==> config.mk <==
export PLATFORM = sky130hd
export DESIGN_NAME = io_port_bank
export DESIGN_NICKNAME = d
export VERILOG_FILES = /design/src/rtl/io_port_bank.sv
export SDC_FILE = /design/constraint.sdc
export NUM_CORES = 1
export LEC_CHECK = 0
export ABC_AREA = 1
export CORE_AREA = 2 2 146 148
export CTS_BUF_LIST = sky130_fd_sc_hd__clkbuf_2
export CTS_CLUSTER_DIAMETER = 100
export DETAILED_ROUTE_END_ITERATION = 12
export DIE_AREA = 0 0 148 150
export GPL_TIMING_DRIVEN = 1
export SLEW_MARGIN = 20
export SYNTH_ARGS = -nofsm -noshare
export SYNTH_HDL_FRONTEND = slang
export SYNTH_SLANG_ARGS = --single-unit
==> constraint.sdc <==
create_clock -name clk -period 9.15 [get_ports clk]
set_input_delay 1.83 -clock clk [delete_from_list [all_inputs] [get_ports clk]]
set_output_delay 1.83 -clock clk [all_outputs]
set_load 0.01 [all_outputs]
==> src/rtl/io_port_bank.sv <==
// Clocked GPIO port bank: per-port output latches, direction registers, 2-flop input sync, registered reads.
// Optional change-detect interrupt enabled by defining IO_PORT_IRQ_EN.
module io_port_bank #(
    parameter int unsigned WIDTH      = 8,
    parameter int unsigned PORTS      = 8,
    parameter int unsigned ADDR_WIDTH = 8,
    parameter int unsigned BASE_ADDR  = 0
) (
    input  logic                     clk,
    input  logic                     rst,
    input  logic [ADDR_WIDTH-1:0]    addr,
    input  logic                     RE,
    input  logic                     WE,
    input  logic [WIDTH-1:0]         Din,
    output logic [WIDTH-1:0]         Dout,
    output logic                     io_read,
    output logic                     io_write,
    input  logic [PORTS*WIDTH-1:0]   io_in,
    output logic [PORTS*WIDTH-1:0]   io_out,
    output logic [PORTS-1:0]         io_oe,
    output logic                     irq
);

    localparam int unsigned PIDX_W = (PORTS > 1) ? $clog2(PORTS) : 1;

    typedef logic [PORTS-1:0][WIDTH-1:0] bank_t;

    bank_t             latch_q, latch_d;
    bank_t             sync1_q, sync2_q;
    logic [PORTS-1:0]  oe_q, oe_d;
    logic [WIDTH-1:0]  dout_q, dout_d;
    logic              read_q, read_d;
    logic              write_q, write_d;

    logic [32:0]       diff;
    logic [31:0]       off;
    logic              is_data, is_dir;
    logic [PIDX_W-1:0] sel;

    // Address decode; a borrow out of the subtraction means addr is below the base
    always_comb begin : decode
        diff    = 33'(addr) - 33'(BASE_ADDR);
        off     = diff[31:0];
        is_data = !diff[32] && (off < PORTS);
        is_dir  = !diff[32] && (off >= PORTS) && (off < 2 * PORTS);
        sel     = PIDX_W'(is_data ? off : off - PORTS);
    end

`ifdef IO_PORT_IRQ_EN
    bank_t             prev_q;
    logic [PORTS-1:0]  stat_q, stat_d, chg;
    logic              irq_q;
    logic              is_irq;

    // Change detect on input ports; a set in the same cycle as a clear wins
    always_comb begin : irq_next
        is_irq = !diff[32] && (off == 2 * PORTS);
        for (int unsigned p = 0; p < PORTS; p++) begin
            chg[p] = !oe_q[p] && (sync2_q[p] != prev_q[p]);
        end
        stat_d = stat_q & ~((WE && is_irq) ? PORTS'(Din) : '0);
        stat_d = stat_d | chg;
    end

    always_ff @(posedge clk or posedge rst) begin : irq_regs
        if (rst) begin
            prev_q <= '0;
            stat_q <= '0;
            irq_q  <= 1'b0;
        end else begin
            prev_q <= sync2_q;
            stat_q <= stat_d;
            irq_q  <= |stat_d;
        end
    end

    assign irq = irq_q;
`else
    assign irq = 1'b0;
`endif

    // Access handling: a write takes priority over a simultaneous read
    always_comb begin : next_state
        latch_d = latch_q;
        oe_d    = oe_q;
        dout_d  = dout_q;
        read_d  = 1'b0;
        write_d = 1'b0;
        if (WE) begin
            if (is_data) begin
                latch_d[sel] = Din;
                write_d      = 1'b1;
            end else if (is_dir) begin
                oe_d[sel] = Din[0];
                write_d   = 1'b1;
            end
`ifdef IO_PORT_IRQ_EN
            else if (is_irq) begin
                write_d = 1'b1;
            end
`endif
        end else if (RE) begin
            if (is_data) begin
                dout_d = oe_q[sel] ? latch_q[sel] : sync2_q[sel];
                read_d = 1'b1;
            end else if (is_dir) begin
                dout_d = WIDTH'(oe_q[sel]);
                read_d = 1'b1;
            end
`ifdef IO_PORT_IRQ_EN
            else if (is_irq) begin
                dout_d = WIDTH'(stat_q);
                read_d = 1'b1;
            end
`endif
            else begin
                dout_d = '0;
            end
        end
    end

    always_ff @(posedge clk or posedge rst) begin : regs
        if (rst) begin
            latch_q <= '0;
            oe_q    <= '0;
            sync1_q <= '0;
            sync2_q <= '0;
            dout_q  <= '0;
            read_q  <= 1'b0;
            write_q <= 1'b0;
        end else begin
            latch_q <= latch_d;
            oe_q    <= oe_d;
            sync1_q <= io_in;
            sync2_q <= sync1_q;
            dout_q  <= dout_d;
            read_q  <= read_d;
            write_q <= write_d;
        end
    end

    assign Dout     = dout_q;
    assign io_read  = read_q;
    assign io_write = write_q;
    assign io_out   = latch_q;
    assign io_oe    = oe_q;

endmodule

* Word level (Yosys, flattened, before mapping)
Index checks and enable logic that the tools add are counted.
** Storage, ports and cells
- Flip-flop bits (word level) :: 210
- Word-level logic and storage cells :: 62
** Operators by class
- Add/sub/neg operators :: 1
- Order comparisons :: 5
- Bitwise logic cells :: 2
- Multiplexer cells :: 21
- Reductions and logical operators :: 5
** Operators with widths (count)
- bitwise mux 64 bit :: 1
- binary-select mux 8 bit (select 3 bit) :: 2
- 2-to-1 mux 8 bit :: 5
- demux 8 bit (select 3 bit) :: 1
- bitwise mux 8 bit :: 1
- >= comparator 8 x 4 -> 1 bit (second input constant) :: 1
- less-than comparator 8 x 4 -> 1 bit (second input constant) :: 1
- less-than comparator 8 x 5 -> 1 bit (second input constant) :: 1
- 2-to-1 mux 1 bit :: 8
- less-than comparator 3 x 4 -> 1 bit (second input constant) :: 1
- AND reduction 2 bit :: 2
- binary-select mux 1 bit (select 3 bit) :: 1
- demux 1 bit (select 3 bit) :: 1
- >= comparator 3 x 1 -> 1 bit (second input constant) :: 1
- 2-to-1 mux 3 bit :: 1
- AND reduction 3 bit :: 1
- subtractor 3 x 1 -> 3 bit (second input constant) :: 1
- logical AND 1 bit :: 2
- inverter 1 bit :: 2

* Longest topological paths before layout
- Depth in word-level cells :: 7
- Mapped depth :: 11
- Mapped depth without buffers :: 9

* Least setup slack after synthesis
No wires, ideal clock.
- Path kind :: input to register
- Start point :: input addr[1]
- End point :: register dout_q[3], in the netlist Dout[3]
- Setup time :: 0.118 ns
- Slack :: 6.300 ns
- Arrival time :: 2.732 ns
- Stages on the path :: 10
- Path through :: buf_4 > inv_1 > nor2_1 > nand3_1 > nand2_1 > inv_1 > nand2_2 > nand3_1 > nand3_1 > nand2_1
** On the way
- Longest elaborated chain between the ends :: 6
- Elaborated cells between the ends (all ways) :: 11
- Classes of those cells :: add/sub: 1; order compare: 1; mux: 9
** RTL lines
- start, declared :: RTL line 11 : input logic [ADDR_WIDTH-1:0] addr,
- less-than comparator 8 x 4 -> 1 bit / subtractor 3 x 1 -> 3 bit (equally long branches) :: RTL line 44, 46
- 2-to-1 mux 3 bit :: RTL line 46 : sel = PIDX_W'(is_data ? off : off - PORTS);
- binary-select mux 8 bit (select 3 bit) / binary-select mux 1 bit (select 3 bit) (equally long branches) :: RTL line 104 : dout_d = oe_q[sel] ? latch_q[sel] : sync2_q[sel];
- 2-to-1 mux 8 bit (implied by the code) / 2-to-1 mux 1 bit (equally long branches) :: RTL line 104
- 2-to-1 mux 8 bit :: RTL line 104
- 2-to-1 mux 8 bit * :: RTL line 103 : if (is_data) begin
- end signal, assigned :: RTL line 136 : dout_q <= dout_d;
- end, declared :: RTL line 31 : logic [WIDTH-1:0] dout_q, dout_d;
Every way passes the cells marked *; elsewhere a longest branch is shown, timed or not. The select of a mux whose other input is x is not followed.
A chain may end at the register's enable or synchronous reset.

* Worst setup path after layout
- Start point :: input addr[1]
- End point :: register latch_q, in the netlist io_out[47]
** On the way
- Longest elaborated chain between the ends :: 7
- Elaborated cells between the ends (all ways) :: 10
- Classes of those cells :: add/sub: 1; order compare: 3; mux: 4; reduce/logical: 2
** RTL lines
- less-than comparator 8 x 4 -> 1 bit / subtractor 3 x 1 -> 3 bit (equally long branches) :: RTL line 44, 46
- 2-to-1 mux 3 bit :: RTL line 46
- less-than comparator 3 x 4 -> 1 bit (implied by the code) / >= comparator 3 x 1 -> 1 bit (equally long branches) :: RTL line 91 : latch_d[sel] = Din;
- logical AND 1 bit (implied by the code) :: RTL line 91
- 2-to-1 mux 8 bit (implied by the code) :: RTL line 91
- demux 8 bit (select 3 bit) :: RTL line 91
- bitwise mux 64 bit :: RTL line 91
- end signal, assigned :: RTL line 132 : latch_q <= latch_d;
- end, declared :: RTL line 28 : bank_t latch_q, latch_d;
Several ways; a longest one is shown, not always the timed one.

==> results.md <==
* Status: completed
* Total Routing Usage GR at 18.6%
* Total gr overflow at 0
* CP Data Arrival Time at 4.88 ns
* Kind of end point of the critical path: flop
* Clock tree buffer depth at 3
* Crit-path max cell delay at 0.78 ns
* MaxCap Viol Count at 0
* Critical Path Fanout Max at 17
* Vias/cell at 4.53
* Hold Path Class: reg2reg
* Clk pin slew, worst setup/hold paths at 0.10 ns
* Max Clk Rate at 239 MHz
* Post-synth cell types at 20
* Final WL at 20100 µm
* Drt first-iter violations at 380
* Area grow syn2layout at 29.3%
* Setup bufs post-CTS at 0
* Worst path most repeated cell: nand2_1
* Slew Limit Headroom at 30.4%
* Vias in the first global route at 5984
* Die Area at 0.0222 mm²
* DRC errors left at 0
* CTS tree: built
* Clk Latency, worst-skew pair at 0.79 ns
* Vias at 5843
* Measured slew at the worst slew-check pin at 1.04 ns
* PwrDens at 178 mW/mm²
* Worst vdd ir at 0.108 mV
* Post-DRT Antenna Nets at 0
* Antenna violations before repair at 0
* Ant. Diodes at 0
* Cell family with most CP delay: simple AND/OR/NAND/NOR gates
* Post-Syn Instances at 783
* Die X at 148 µm
* TritonCTS Buffers at 53
* Worst EP required at 9.85 ns
* Crit path buf inv count at 2
* Worst Clk Skew at 0.0644 ns
* Final Max Slew Viols at 0
* Final hold violations at 0
* DIE HEIGHT at 150 µm
* Synth Cell Area at 0.00772 mm²
* I/O pin cnt at 167
* Crit start category: input pin
* Final WS setup at 4.97 ns
* Final critical path time including I/O delays and setup at 4.18 ns
* Avg WL per Cell at 15.6 µm
* DP HPWL at 13900 µm
* Largest net degree at the start of global routing at 129
* Slowest cell on crit path: nor2_1
* CTS Hold Bufs at 0
* First drt pass iteration count at 5
* I/O Buffers at 165
* Starting Density at 37.3%
* Cell Rows at 53
* Post-CTS sizing at 0
* Final setup viols at 0
* Sink Count at 210
* Syn_nets at 867
* Avg Cell Area, Syn at 9.86 µm²
* Register area share after synthesis at 68.1%
* Synth Warn # at 0
* CP Cell Sequence: clkdlybuf4s50_1 > inv_1 > nand2_1 > nor2_1 > nand2_1 > o21ai_0
* Layout cells sized above 1 at 9.36%
* Pleak at 4.84 nW
* NumNets Final at 1059
* CTS root buffer: clkbuf_2
* CP Class: in2reg
* Pre-CTS setup slack at 4.19 ns
* Unrepaired setup endpoints after global routing: false
* Setup TNS at 0 ns
* RePlAce Congestion at 0.863
* Core ar. at 0.0207 mm²
* Yosys reg bits at 210
* Tcrit/Tclk final at 45.7%
* First-pass GRT wire length at 31700 µm
* Max H-tree Level at 2
* Fillers at 2025
-- per-stage QoR --
step	power, mW	cell area [µm²]	hold slack (ns)	cells	util [%]
5_1_grt	1.87	9980	0.353	1290	48.2
3_3_place_gp	1.20	9510	0.333	1195	46.0
2_1_floorplan	1.09	7720	0.331	783	-
6_report	1.77	9980	0.342	1290	48.2
4_1_cts	1.80	9980	0.349	1290	48.2
3_5_place_dp	1.20	9510	0.335	1195	46.0
-- layout by cell type (no fill, tap or decap), types with 8 or more instances in the layout --
cell             instances
a21oi_1                 10
clkdlybuf4s50_1        165
clkbuf_2                77
dfrtp_1                210
o21ai_0                 64
inv_1                   42
a31oi_1                  8
nand3_1                 35
clkinv_1                14
nand2_1                337
nor2_1                  31
-- logic make-up after synthesis --
family                 count (synthesis)  synth area share, %
buffers and inverters                 76                 5.17
AND/OR/NAND/NOR                      414                 21.2
other                                  1               0.0486
flip-flops                           210                 68.1
AO/OA/AOI/OAI                         82                 5.45
-- sequential cells by signal, indices dropped and copies added, names as in the netlist --
name,cells
Dout,8
io_oe,8
io_out,64
io_read,1
io_write,1
sync1_q,64
sync2_q,64
-- per-layer routing --
metal,GRT usage (%),routed length (µm),vias up,share of wire (%)
met3,5.27,1790,42,8.9
li1,-,-,2847,-
met2,29.6,9300,244,46
met5,0,0,-,0
met4,7.43,516,0,2.6
met1,24.1,8520,2710,42
-- synthesized netlist by cell type --
library cell  count  area share [%]
a21oi_1          10            0.65
a31oi_1           8            0.65
buf_1             1           0.049
buf_2            10            0.65
buf_4             9            0.88
buf_6             9             1.3
clkbuf_1          2           0.097
conb_1            1           0.049
dfrtp_1         210              68
inv_1            43             2.1
inv_2             2           0.097
nand2_1         337              16
nand2_2           2            0.16
nand3_1          35             2.3
nand4_1           2            0.16
nor2_1           31             1.5
nor2_2            3            0.24
nor2_4            3            0.44
nor3_1            1           0.065
o21ai_0          64             4.2
-- final cells by class --
cell class	instances	area (µm²)	area share, %
inverters	45	176	1.77
repair buffers	168	1680	16.8
multi-input cells	497	2060	20.7
flip-flops and latches	210	5260	52.7
clock inverters	18	77.6	0.777
well taps	275	344	3.45
clock buffers	77	385	3.86
-- report_power, final --
group / internal (mW) / switching (mW) / total [mW]
clock network: 0.226 / 0.365 / 0.592
registers: 0.973 / 0.0260 / 0.999
logic: 0.0842 / 0.0967 / 0.181
-- worst paths after layout --
| check | cells past startpoint | slack (ns) | start | end |
|---|---|---|---|---|
| worst max-delay path | 6 | 4.97 | addr[1] | io_out[47] |
| worst min-delay path | 0 | 0.34 | sync1_q[35] | sync2_q[35] |
| worst max register to register | 8 | 7.69 | io_oe[2] | Dout[6] |
| worst min register to register | 0 | 0.34 | sync1_q[35] | sync2_q[35] |
| max in group asynchronous | 3 | 6.31 | rst | sync1_q[46] |
| min in group asynchronous | 2 | 1.57 | rst | io_out[24] |
Power figures use the tool's default switching activity.
